$ cat src/rtl/bram_pkg.sv
// rtl/bram_pkg.sv - shared types and latency constants for the BRAM read streamer
// BRAM_RD_OUTREG_EN selects the two-cycle (output-registered) BRAM read latency.
package bram_pkg;

`ifdef BRAM_RD_OUTREG_EN
   localparam int BRAM_RD_LAT = 2;
`else
   localparam int BRAM_RD_LAT = 1;
`endif

   // One slot per in-flight read plus the registered head and one spare.
   localparam int FIFO_DEPTH = BRAM_RD_LAT + 2;

   typedef enum logic [1:0] {
      ST_IDLE,
      ST_RUN,
      ST_DRAIN,
      ST_DONE
   } rd_state_t;

endpackage

$ cat src/rtl/bram_rd_streamer_if.sv
// rtl/bram_rd_streamer_if.sv - BRAM read port and output stream bundle
// master is the streamer side, slave is the RAM/consumer side.
interface bram_rd_streamer_if #(
   parameter int DW = 36,
   parameter int AW = 10
);
   logic          bram_en;
   logic          bram_we;
   logic [AW-1:0] bram_addr;
   logic [DW-1:0] bram_din;
   logic [DW-1:0] bram_dout;
   logic          m_valid;
   logic          m_ready;
   logic [DW-1:0] m_data;
   logic          m_last;

   modport master (
      output bram_en, bram_we, bram_addr, bram_din, m_valid, m_data, m_last,
      input  bram_dout, m_ready
   );

   modport slave (
      input  bram_en, bram_we, bram_addr, bram_din, m_valid, m_data, m_last,
      output bram_dout, m_ready
   );
endinterface

$ cat src/rtl/bram_rd_skid_fifo.sv
// rtl/bram_rd_skid_fifo.sv - small FIFO with a registered head for BRAM read data
// count includes the head; the writer guarantees it never pushes into a full FIFO.
module bram_rd_skid_fifo #(
   parameter int DW    = 36,
   parameter int DEPTH = 3,
   localparam int CW   = $clog2(DEPTH + 1)
) (
   input  logic          clk,
   input  logic          rst_n,
   input  logic          push,
   input  logic [DW-1:0] wdata,
   input  logic          wlast,
   input  logic          ready,
   output logic          valid,
   output logic [DW-1:0] data,
   output logic          last,
   output logic [CW-1:0] count
);
   localparam int SD  = DEPTH - 1;
   localparam int PW  = (SD > 1) ? $clog2(SD) : 1;
   localparam int SCW = $clog2(SD + 1);

   logic [DW:0]    mem [SD];
   logic [PW-1:0]  rd_ptr;
   logic [PW-1:0]  wr_ptr;
   logic [SCW-1:0] scnt;
   logic           pop;
   logic           head_free;
   logic           from_mem;
   logic           bypass;
   logic           to_mem;

   function automatic logic [PW-1:0] ptr_inc(input logic [PW-1:0] p);
      return (p == PW'(SD - 1)) ? '0 : p + PW'(1);
   endfunction

   assign pop       = valid && ready;
   assign head_free = !valid || pop;
   assign from_mem  = head_free && (scnt != '0);
   // An empty store lets a write land straight in the head, giving one-cycle write-to-valid.
   assign bypass    = head_free && (scnt == '0) && push;
   assign to_mem    = push && !bypass;
   assign count     = CW'(scnt) + CW'(valid);

   always_ff @(posedge clk) begin
      if (to_mem) begin
         mem[wr_ptr] <= {wlast, wdata};
      end
   end

   always_ff @(posedge clk or negedge rst_n) begin
      if (!rst_n) begin
         valid  <= 1'b0;
         data   <= '0;
         last   <= 1'b0;
         rd_ptr <= '0;
         wr_ptr <= '0;
         scnt   <= '0;
      end else begin
         if (head_free) begin
            if (from_mem) begin
               {last, data} <= mem[rd_ptr];
               valid        <= 1'b1;
               rd_ptr       <= ptr_inc(rd_ptr);
            end else if (push) begin
               {last, data} <= {wlast, wdata};
               valid        <= 1'b1;
            end else begin
               valid <= 1'b0;
            end
         end
         if (to_mem) begin
            wr_ptr <= ptr_inc(wr_ptr);
         end
         scnt <= scnt + SCW'(to_mem) - SCW'(from_mem);
      end
   end

   no_overflow: assert property (@(posedge clk) disable iff (!rst_n)
      !(to_mem && !from_mem && (scnt == SCW'(SD))));

endmodule

$ cat src/rtl/bram_rd_streamer.sv
// rtl/bram_rd_streamer.sv - burst reader for one BRAM port with credit-controlled stream output
// BRAM_RD_OUTREG_EN (via bram_pkg) switches read latency from 1 to 2 cycles.
module bram_rd_streamer
   import bram_pkg::*;
#(
   parameter int DW = 36,
   parameter int AW = 10
) (
   input  logic          clk,
   input  logic          rst_n,
   input  logic          start,
   input  logic [AW-1:0] base_addr,
   input  logic [AW:0]   len,
   output logic          busy,
   output logic          done,
   bram_rd_streamer_if.master bus
);
   localparam int LAT   = BRAM_RD_LAT;
   localparam int DEPTH = FIFO_DEPTH;
   localparam int CW    = $clog2(DEPTH + 1);

   rd_state_t     state;
   logic [AW-1:0] cur_addr;
   logic [AW:0]   remaining;
   logic [LAT-1:0] en_sr;
   logic [LAT-1:0] last_sr;
   logic [CW-1:0] fifo_count;
   logic [CW-1:0] inflight;
   logic [CW-1:0] credits;
   logic          issue;
   logic          issue_last;

   always_comb begin
      inflight = '0;
      for (int i = 0; i < LAT; i++) begin
         inflight = inflight + CW'(en_sr[i]);
      end
   end

   // Credits count the FIFO plus reads still in the RAM pipe, so the FIFO can never overflow.
   assign credits    = fifo_count + inflight;
   assign issue      = (state == ST_RUN) && (credits < CW'(DEPTH));
   assign issue_last = issue && (remaining == (AW+1)'(1));

   assign bus.bram_en   = issue;
   assign bus.bram_addr = cur_addr;
   assign bus.bram_we   = 1'b0;
   assign bus.bram_din  = '0;

   always_ff @(posedge clk or negedge rst_n) begin
      if (!rst_n) begin
         state     <= ST_IDLE;
         busy      <= 1'b0;
         done      <= 1'b0;
         cur_addr  <= '0;
         remaining <= '0;
         en_sr     <= '0;
         last_sr   <= '0;
      end else begin
         en_sr   <= LAT'({en_sr, issue});
         last_sr <= LAT'({last_sr, issue_last});
         case (state)
            ST_IDLE: begin
               if (start) begin
                  cur_addr  <= base_addr;
                  remaining <= len;
                  busy      <= 1'b1;
                  state     <= (len == '0) ? ST_DONE : ST_RUN;
               end
            end
            ST_RUN: begin
               if (issue) begin
                  cur_addr  <= cur_addr + AW'(1);
                  remaining <= remaining - (AW+1)'(1);
                  if (issue_last) begin
                     state <= ST_DRAIN;
                  end
               end
            end
            ST_DRAIN: begin
               if (bus.m_valid && bus.m_ready && bus.m_last) begin
                  state <= ST_DONE;
                  done  <= 1'b1;
                  busy  <= 1'b0;
               end
            end
            ST_DONE: begin
               // Entered with done already high after a burst; an empty burst raises it here.
               if (!done) begin
                  done <= 1'b1;
                  busy <= 1'b0;
               end else begin
                  done  <= 1'b0;
                  state <= ST_IDLE;
               end
            end
            default: state <= ST_IDLE;
         endcase
      end
   end

   bram_rd_skid_fifo #(
      .DW    (DW),
      .DEPTH (DEPTH)
   ) u_fifo (
      .clk   (clk),
      .rst_n (rst_n),
      .push  (en_sr[LAT-1]),
      .wdata (bus.bram_dout),
      .wlast (last_sr[LAT-1]),
      .ready (bus.m_ready),
      .valid (bus.m_valid),
      .data  (bus.m_data),
      .last  (bus.m_last),
      .count (fifo_count)
   );

endmodule

$ cat src/flat_wrapper.sv
// flat-port wrapper written by rule: the top's interface ports become plain ports
module bram_rd_streamer_flat import bram_pkg::*;
#(
   parameter int DW = 36,
   parameter int AW = 10
)
  (clk, rst_n, start, base_addr, len, busy, done, bus_bram_en, bus_bram_we, bus_bram_addr, bus_bram_din, bus_m_valid, bus_m_data, bus_m_last, bus_bram_dout, bus_m_ready);
  bram_rd_streamer_if #(.DW(DW), .AW(AW)) bus_i ();
  input  logic clk;
  input  logic rst_n;
  input  logic start;
  input  logic [AW-1:0] base_addr;
  input  logic [AW:0] len;
  output logic busy;
  output logic done;
  output wire logic [$bits(bus_i.bram_en)-1:0] bus_bram_en;
  output wire logic [$bits(bus_i.bram_we)-1:0] bus_bram_we;
  output wire logic [$bits(bus_i.bram_addr)-1:0] bus_bram_addr;
  output wire logic [$bits(bus_i.bram_din)-1:0] bus_bram_din;
  output wire logic [$bits(bus_i.m_valid)-1:0] bus_m_valid;
  output wire logic [$bits(bus_i.m_data)-1:0] bus_m_data;
  output wire logic [$bits(bus_i.m_last)-1:0] bus_m_last;
  input wire logic [$bits(bus_i.bram_dout)-1:0] bus_bram_dout;
  input wire logic [$bits(bus_i.m_ready)-1:0] bus_m_ready;
  assign bus_bram_en = bus_i.bram_en;
  assign bus_bram_we = bus_i.bram_we;
  assign bus_bram_addr = bus_i.bram_addr;
  assign bus_bram_din = bus_i.bram_din;
  assign bus_m_valid = bus_i.m_valid;
  assign bus_m_data = bus_i.m_data;
  assign bus_m_last = bus_i.m_last;
  assign bus_i.bram_dout = bus_bram_dout;
  assign bus_i.m_ready = bus_m_ready;
  bram_rd_streamer #(.DW(DW), .AW(AW)) u_core (.clk(clk), .rst_n(rst_n), .start(start), .base_addr(base_addr), .len(len), .busy(busy), .done(done), .bus(bus_i));
endmodule
$ cat config.mk
export PLATFORM = sky130hd
export DESIGN_NAME = bram_rd_streamer_flat
export DESIGN_NICKNAME = d
export VERILOG_FILES = /design/src/rtl/bram_pkg.sv /design/src/rtl/bram_rd_streamer_if.sv /design/src/rtl/bram_rd_skid_fifo.sv /design/src/rtl/bram_rd_streamer.sv /design/src/flat_wrapper.sv
export SDC_FILE = /design/constraint.sdc
export NUM_CORES = 1
export LEC_CHECK = 0
export ABC_AREA = 1
export BUFFER_PORTS_ARGS = -buffer_cell sky130_fd_sc_hd__buf_2
export CAP_MARGIN = 40
export CORE_MARGIN = 8
export CORE_UTILIZATION = 55
export DETAILED_ROUTE_END_ITERATION = 10
export PLACE_DENSITY = 0.82
export SLEW_MARGIN = 20
export SYNTH_ARGS = -nofsm -noshare
export SYNTH_HDL_FRONTEND = slang
export SYNTH_SLANG_ARGS = --single-unit
$ cat constraint.sdc
create_clock -name clk -period 8.1 [get_ports clk]
set_clock_uncertainty 0.2 [all_clocks]
set_input_delay 0.81 -clock clk [delete_from_list [all_inputs] [get_ports clk]]
set_output_delay 0.81 -clock clk [all_outputs]
set_load 0.02 [all_outputs]
=== Yosys cells after proc, flatten, opt, wreduce, memory -nomap -nowiden ===
Memories as Yosys holds them, arrays and structs flattened.
Index checks and enable logic that the tools add are counted.

* Register bits: 69
* RAM bits: 74
* Input port bits: 61
* Memories kept: 1

* $add $sub $neg: 8
* Order comparisons: 1
* Eq/ne operators: 10
* Muxes and demuxes: 30
* Reduce and logical (&&, ||, !) cells: 25

{| class="wikitable"
|+ Memory list
! memory !! words !! width !! read ports !! clocked after Yosys merged registers in !! wr ports !! RTL line !! text
|-
| u_core.u_fifo.mem || 2 || 37 || 1 || 0 || 1 || bram_rd_skid_fifo.sv:23 || <nowiki>logic [DW:0] mem [SD];</nowiki>
|}

{| class="wikitable"
|+ Operators by type and width
! kind !! number
|-
| two-way mux 36 bit || 2
|-
| two-way mux 11 bit || 2
|-
| one-hot mux 11 bit (2 select lines) || 1
|-
| two-way mux 10 bit || 2
|-
| one-hot mux 10 bit (2 select lines) || 1
|-
| two-way mux 1 bit || 13
|-
| two-way mux 2 bit || 6
|-
| == test 11 x 1 -> 1 bit, second input constant || 1
|-
| logical NOT 11 bit || 1
|-
| subtractor 11 x 1 -> 11 bit, second input constant || 1
|-
| adder 10 x 1 -> 10 bit, second input constant || 1
|-
| logical AND 1 bit || 8
|-
| inequality test 2 x 1 -> 1 bit, second input constant || 4
|-
| one-hot mux 2 bit (4 select lines) || 1
|-
| nonzero test 2 bit || 4
|-
| adder 2 x 1 -> 2 bit || 3
|-
| AND reduction 2 bit || 3
|-
| AND reduction 5 bit || 1
|-
| == test 2 bit, second input constant || 2
|-
| logical NOT 2 bit || 2
|-
| inequality test 2 bit, second input constant || 2
|-
| AND reduction 4 bit || 1
|-
| one-hot mux 1 bit (3 select lines) || 1
|-
| AND reduction 3 bit || 1
|-
| 8 further kinds || 10
|}

=== Logic depth before layout (Yosys ltp) ===
Gate-level depths: netlist of run 1.

* Word-level depth: 8
* Mapped depth: 12

=== By module ===
Synthesis of run 1 repeated with hierarchy kept, for this count alone.

* Cell total of the unflattened synthesis: 883
* Area, all modules: 7,410.9 µm²

{| class="wikitable"
|+ By module, submodules not included
! module !! times used !! cells each !! area an instance (µm²)
|-
| bram_rd_skid_fifo || 1 || 562 || 5,153.7
|-
| bram_rd_streamer || 1 || 321 || 2,257.2
|}

=== Worst setup path before layout of run 1 ===
No wires, ideal clock.

* Path kind: in2reg
* Start: input port bus_m_ready
* End: memory u_core.u_fifo.mem[1][0] in the netlist's numbering, enable pin
* Setup time: 0.433 ns
* Data arrival time: 2.738 ns
* Path slack: 4.729 ns
* Stages on the path: 5
* Path buffers: 0
* Path through: nor2_4 > inv_2 > nand2_1 > nand2_1 > nor2_1

* Word-level cells in the longest chain between the ends: 8

{| class="wikitable"
|+ RTL lines
! item !! RTL line !! text
|-
| from (decl) || flat_wrapper.sv:24 || <nowiki>input wire logic [$bits(bus_i.m_ready)-1:0] bus_m_ready;</nowiki>
|-
| logical AND 1 bit || bram_rd_skid_fifo.sv:37 || <nowiki>assign pop = valid && ready;</nowiki>
|-
| logical OR 1 bit || bram_rd_skid_fifo.sv:38 || <nowiki>assign head_free = !valid || pop;</nowiki>
|-
| logical AND 1 bit (2 in a row) || bram_rd_skid_fifo.sv:41 || <nowiki>assign bypass = head_free && (scnt == '0) && push;</nowiki>
|-
| logical NOT 1 bit || bram_rd_skid_fifo.sv:42 || <nowiki>assign to_mem = push && !bypass;</nowiki>
|-
| logical AND 1 bit || bram_rd_skid_fifo.sv:42 ||
|-
| two-way mux 1 bit || bram_rd_skid_fifo.sv:46 || <nowiki>if (to_mem) begin</nowiki>
|-
| two-way mux 1 bit (not written as such) || bram_rd_skid_fifo.sv:47 || <nowiki>mem[wr_ptr] <= {wlast, wdata};</nowiki>
|-
| to (decl) || bram_rd_skid_fifo.sv:23 ||
|}

Every way passes these cells.

=== Worst setup path in the final report of run 1 ===
* Start: register u_core.u_fifo.valid
* End: output port bus_bram_en

* Word-level cells in the longest chain between the ends: 4

{| class="wikitable"
|+ RTL lines
! item !! RTL line !! text
|-
| from (decl) || bram_rd_skid_fifo.sv:14 || <nowiki>output logic valid,</nowiki>
|-
| from (signal assigned) || bram_rd_skid_fifo.sv:53 || <nowiki>valid <= 1'b0;</nowiki>
|-
| from (signal assigned) || bram_rd_skid_fifo.sv:63 || <nowiki>valid <= 1'b1;</nowiki>
|-
| from (signal assigned) || bram_rd_skid_fifo.sv:67 || <nowiki>valid <= 1'b1;</nowiki>
|-
| adder 2 x 1 -> 2 bit || bram_rd_skid_fifo.sv:43 || <nowiki>assign count = CW'(scnt) + CW'(valid);</nowiki>
|-
| adder 2 x 1 -> 2 bit || bram_rd_streamer.sv:41 || <nowiki>assign credits = fifo_count + inflight;</nowiki>
|-
| < comparator 2 bit || bram_rd_streamer.sv:42 || <nowiki>assign issue = (state == ST_RUN) && (credits < CW'(DEPTH));</nowiki>
|-
| logical AND 1 bit || bram_rd_streamer.sv:42 ||
|-
| to (decl) || flat_wrapper.sv:16 || <nowiki>output wire logic [$bits(bus_i.bram_en)-1:0] bus_bram_en;</nowiki>
|}

Every way passes these cells.

==> flow_summary.yaml, run 1 <==
clock_tree:
  cts.reportedPaths.clkPinSlew_ps: 60
  postCtsHoldBufs: 0
  clk_path_buf_depth: 2
  cts_resized: 0
  ctsRootBufferMaster: "clkbuf_16"
  postCtsSetupBuffers: 0
  cts_sinks: 143
  htree_levels: 4
  cts_made_buffers: 17
  cts_tree: "yes"
  insertion_delay_ps: 420
synth:
  synth.top_cell.area_share: 0.320
  ys_ff_latch: 143
  synthSimpleGateAreaFrac: 0.205
  synth_xor_area_frac: 0.00505
  syn_avg_cell_area_um2: 9.75
  synth_top_family_by_area: "simple AND/OR/NAND/NOR gates"
  ys_seq_area_frac: 0.569
  synth_warnings: 0
  yosys.area_share.adder: 0.0191
  synth_mux_area_frac: 0.00288
  synth_area_um2: 6940
  yosysTopAreaCell: "edfxtp_1"
  synth_compound_area_frac: 0.101
  synth_area_leaders: "edfxtp_1 32%, dfrtp_1 25%, nand2_1 10%, nor2_1 5.6%, buf_4 4.9%"
  synthCells: 712
  synth_cell_types: 35
status:
  status: "finished, final reports clean"
sta:
  period_needed_ps: 2850
  hold_viol: 0
  tightestPinTransition_ps: 818
  rsz0062_at_grt: "false"
  fin_tns_setup_ps: 0
  fmax_mhz: 351
  fin_crit_sh: 0.352
  setup_violations: 0
  slew_violations: 0
  slew_headroom: 0.454
setup_path:
  r2r_setup_slack_ps: 5580
  startpoint: "u_core.u_fifo.valid"
  crit_arrival_ps: 1840
  cpMaxStageDelayCell: "fa_1"
  r2r_cells: 11
  cp_cell_sequence: "fa_1 -> inv_1 -> nand2_1 -> nand3_1 -> nand2_2 -> inv_2 -> buf_2"
  worstPathRequired_ps: 7090
  worstReg2RegEnd: "u_core.remaining[5]"
  critPathLaunchType: "flip-flop"
  r2r_start: "u_core.state[1]"
  crit_type: "reg2out"
  cpPeakStageDelay_ps: 460
  crit_end: "bus_bram_en"
  crit_path_end_kind: "primary output"
  worst-path-max-fanout: 4
global_route:
  grt_max_degree: 77
  antenna_found_initial: 0
  grtUsageTotal: 0.185
  grt_first_pass_wirelength_um: 24000
  busiest_layer: "met2"
  use_met1: 0.232
  overflow: 0
  use_met3: 0.0521
  grt_use_met2: 0.298
  grt_pass1_vias: 4953
hold_path:
  hp-class: "in2async"
route:
  drt_wl_total_um: 14600
  dr.pass1.iters: 5
  vias: 5009
  drc_errors: 0
  drt_iter0_drc: 266
  ant_nets: 0
  detail_route.wl_per_cell_um: 14.6
  viasPerCell: 5.00
placed_design:
  gp_congestion: 0.884
  place_area_um2: 7400
  io_buffers: 111
  dp.final_hpwl_um: 9710
  placed_cells: 969
die:
  ios: 149
  die_y_um: 128
  initial_utilization: 0.557
  std_cell_rows: 41
  die_w_um: 128
  dieArea_um2: 16500
  coreArea_um2: 12500
cells_and_area:
  area_growth_pct: 15.3
  regArea_um2: 3950
  multi_input_area_um2: 2470
  fin_area_um2: 8010
  final_cell_mix: "194 x nand2_1, 110 x buf_2, 102 x nor2_1"
  drive_gt1_frac: 0.233
  nets: 887
  num-fill-cells: 993
  final_common_cell: "nand2_1"
  finalNonFillerCells: 1001
  n_antenna_cell: 0
power_and_ir_drop:
  powerDensity_nw_per_um2: 431
  peakVddDrop_v: 0.000193
  finalPower_uw: 3450
  p_leak_uw: 0.00365
flow_run:
  maxCapViolCount: 0
[cells in the mapped netlist (all sizes together)]
cell and number:
or2 3, nand2 199, clkbuf 1, a21oi 4
mux2i 2, nand3b 3, xnor2 1, o211ai 37
edfxtp 74, ha 9, buf 67, dfrtp 69
nor3b 1, fa 1, nor2 112, nor3 2
inv 35, nand3 27, conb 1, xor2 3
o21ai 57, a31oi 2, nand4 2
[cell type report]
type | instances | share of cell area
Tap cell | 172 | 0.0269
Multi-Input combinational cell | 502 | 0.308
Inverter | 35 | 0.0164
Sequential cell | 143 | 0.493
Timing Repair Buffer | 117 | 0.0800
Clock inverter | 13 | 0.0214
Clock buffer | 19 | 0.0541
[worst min-delay path by stage]
stage,startpoint,slack (ps),to,cells past startpoint
6_report,rst_n,130,u_core.u_fifo.data[26],1
5_1_grt,rst_n,150,u_core.u_fifo.data[26],1
4_1_cts,rst_n,130,u_core.u_fifo.data[26],1
3_5_place_dp,u_core.u_fifo.data[2],260,u_core.u_fifo.data[2],2
3_3_place_gp,u_core.u_fifo.data[2],260,u_core.u_fifo.data[2],2
2_1_floorplan,u_core.remaining[1],260,u_core.remaining[1],2
[sequential cells by signal, summed over array words and instances, names as in the netlist]
signal / flops
u_core.bus.bram_addr: 10
u_core.busy: 1
u_core.done: 1
u_core.en_sr: 1
u_core.last_sr: 1
u_core.remaining: 11
u_core.state: 2
u_core.u_fifo.data: 36
u_core.u_fifo.last: 1
u_core.u_fifo.mem: 74
u_core.u_fifo.rd_ptr: 1
u_core.u_fifo.scnt: 2
u_core.u_fifo.valid: 1
u_core.u_fifo.wr_ptr: 1
[cell families after synthesis]
group | Yosys count
buffers and inverters | 103
AOI/OAI and AO/OA | 100
adders and majority gates | 10
DFF | 143
other | 1
xor gates and xnor gates | 4
muxes | 2
and+or+nand+nor | 349
[per-stage QoR]
stage | util | hold slack [ps] | worst slack (ps)
after floorplan | - | 259 | 4730
after global placement | 0.589 | 260 | 5280
final | 0.642 | 133 | 5250
after global routing | 0.642 | 149 | 5150
after detailed placement | 0.594 | 261 | 5200
after CTS | 0.642 | 131 | 5210
[metal layers]
layer  vias to the layer above  part of all wire
met5                         -                 0
met4                         0             0.012
met3                        14             0.068
met2                       171              0.49
met1                      2326              0.43
li1                       2498                 -
[where the power goes]
group	internal, uW	switching [uW]	leakage (uW)	total, uW
logic	468	1010	0.00185	1480
clock network	510	284	0.000292	795
registers	1040	146	0.00151	1180
total	2010	1440	0.00365	3450
[worst max-delay path: cells and delay by family, from the launching register on]
family                     cells  cell delay [ps]
DFF                            1              440
and+or+nand+nor                3              200
adders and majority gates      1              460
buffers and inverters          3              330
Power figures use the tool's default switching activity.
==> run 2, diff against run 1 <==
==> constraint.sdc (replaced) <==
create_clock -name clk -period 2.65 [get_ports clk]
set_clock_uncertainty 0.2 [all_clocks]
set_input_delay 0.265 -clock clk [delete_from_list [all_inputs] [get_ports clk]]
set_output_delay 0.265 -clock clk [all_outputs]
set_load 0.02 [all_outputs]
==> flow_summary.yaml, run 2 (same netlist as run 1, synthesis figures left out) <==
cells_and_area:
  area_growth_pct: 21.9
  final_cell_mix: "194 x nand2_1, 110 x buf_2, 102 x nor2_1"
  fin_util: 0.679
  final_common_cell: "nand2_1"
  regMostFlops: "u_core.u_fifo.mem"
  nets: 944
  largest_reg_flops: 74
  n_antenna_cell: 0
  drive_gt1_frac: 0.213
  top_regs: "u_core.u_fifo.mem (74), u_core.u_fifo.data (36), u_core.remaining (11)"
placed_design:
  gp_congestion: 0.836
  io_buffers: 111
  dp.final_hpwl_um: 9850
route:
  dr.pass1.iters: 4
  detail_route.wl_per_cell_um: 14.8
  viasPerCell: 4.97
  ant_nets: 0
  vias: 5258
  drt_wl_total_um: 15600
  drt_iter0_drc: 247
  drc_errors: 0
sta:
  tightestPinTransition_ps: 702
  period_needed_ps: 2280
  setup_violations: 0
  fin_crit_sh: 0.860
  whs_ps: 18.8
  slew_violations: 0
  hold_viol: 0
  fin_tns_setup_ps: 0
  fmax_mhz: 439
  slew_headroom: 0.531
  rsz0062_at_grt: "false"
power_and_ir_drop:
  combPwrFrac: 0.452
  clkPwrFrac: 0.197
  power_switching_uw: 4390
  p_leak_uw: 0.00384
  pwr-share-seq: 0.351
  swShare: 0.427
  powerDensity_nw_per_um2: 1220
  internal_power_uw: 5900
  peakVddDrop_v: 0.000841
clock_tree:
  insertion_delay_ps: 410
  ctsRootBufferMaster: "clkbuf_16"
  cts_made_buffers: 17
  cts_resized: 0
  cts_tree: "yes"
  cts.reportedPaths.clkPinSlew_ps: 50
  htree_levels: 4
  clk_path_buf_depth: 2
  cts_sinks: 143
global_route:
  grt_first_pass_wirelength_um: 25600
  antenna_found_initial: 0
  grtUsageTotal: 0.197
  grt_pass1_vias: 5279
  grt_max_degree: 54
  overflow: 0
setup_path:
  crit_type: "reg2out"
  crit_buf_inv: 3
  worstPathRequired_ps: 2180
  worst-path-max-fanout: 4
  cpMaxStageDelayCell: "fa_1"
  r2r_setup_slack_ps: 500
  cpPeakStageDelay_ps: 450
  crit_family: "adder cells"
  crit_arrival_ps: 1810
  crit_path_end_kind: "primary output"
  cp_cell_sequence: "fa_1 -> inv_1 -> nand2_1 -> nand3_1 -> nand2_2 -> inv_2 -> buf_2"
  critPathLaunchType: "flip-flop"
die:
  dieArea_um2: 16500
  die_y_um: 128
  die_w_um: 128
  coreArea_um2: 12500
  initial_utilization: 0.557
  ios: 149
  std_cell_rows: 41
flow_run:
  maxCapViolCount: 0
hold_path:
  hp-class: "in2reg"
status:
  status: "finished, final reports clean"
[run 2: changes by cell type in the layout (fill, tap and decap cells not counted), moves of 2 or more]
cell	previous run	this run
bufinv_16	4	0
buf_4	4	7
clkbuf_1	2	10
dlygate4sd3_1	0	54
clkinvlp_4	2	0
[run 2: timing repair]
| action | CTS | global route |
|---|---|---|
| hold buffers | 54 | 0 |
| endpoints found under the hold margin | 159 | 0 |
| buffers inserted | 0 | 0 |
[run 2: final timing paths]
kind | end | cells after the start | start
max in group asynchronous | u_core.u_fifo.data[34] | 3 | rst_n
min reg2reg | u_core.u_fifo.data[19] | 2 | u_core.u_fifo.data[19]
min in group asynchronous | u_core.u_fifo.data[29] | 2 | rst_n
max | bus_bram_en | 7 | u_core.u_fifo.valid
max reg2reg | u_core.remaining[5] | 11 | u_core.u_fifo.valid
min | u_core.remaining[10] | 5 | len[10]
[run 2: routing by layer]
metal	part of all wire	track usage	vias up	wire, um
li1	-	-	2615	-
met3	0.053	0.0550	15	823
met2	0.51	0.336	140	7910
met1	0.43	0.238	2488	6720
met4	0.011	0.0594	0	168
met5	0	0	-	0
[run 2: area by class of cell]
type                            instances  area, um^2
Clock buffer                           28         477
Clock inverter                          4        18.8
Fill cell                             937        4000
Inverter                               35         131
Multi-Input combinational cell        502        2470
Sequential cell                       143        3950
Tap cell                              172         215
Timing Repair Buffer                  174        1200
[run 2: through the flow]
| step | std cells | worst slack, ps | total power (uW) | instance area [um^2] |
|---|---|---|---|---|
| floorplan | 748 | 129 | 7300 | 7080 |
| global placement | 971 | 573 | 8090 | 7410 |
| detailed placement | 972 | 500 | 8240 | 7430 |
| CTS | 1058 | 338 | 10300 | 8460 |
| global route | 1058 | 252 | 11100 | 8460 |
| finish | 1058 | 372 | 10300 | 8460 |
[run 2: worst min-delay path, delay by kind of cell]
family	cells	cell delay, ps
buffers and inverters	1	90
and+or+nand+nor	4	250
[run 2: power groups by stage]
stage	logic [uW]	registers, uW	clock network (uW)
final	4660	3610	2020
after global routing	5240	3700	2160
after CTS	4680	3600	2060
after detailed placement	4610	3630	0
after global placement	4480	3610	0
after floorplan	3240	4060	0
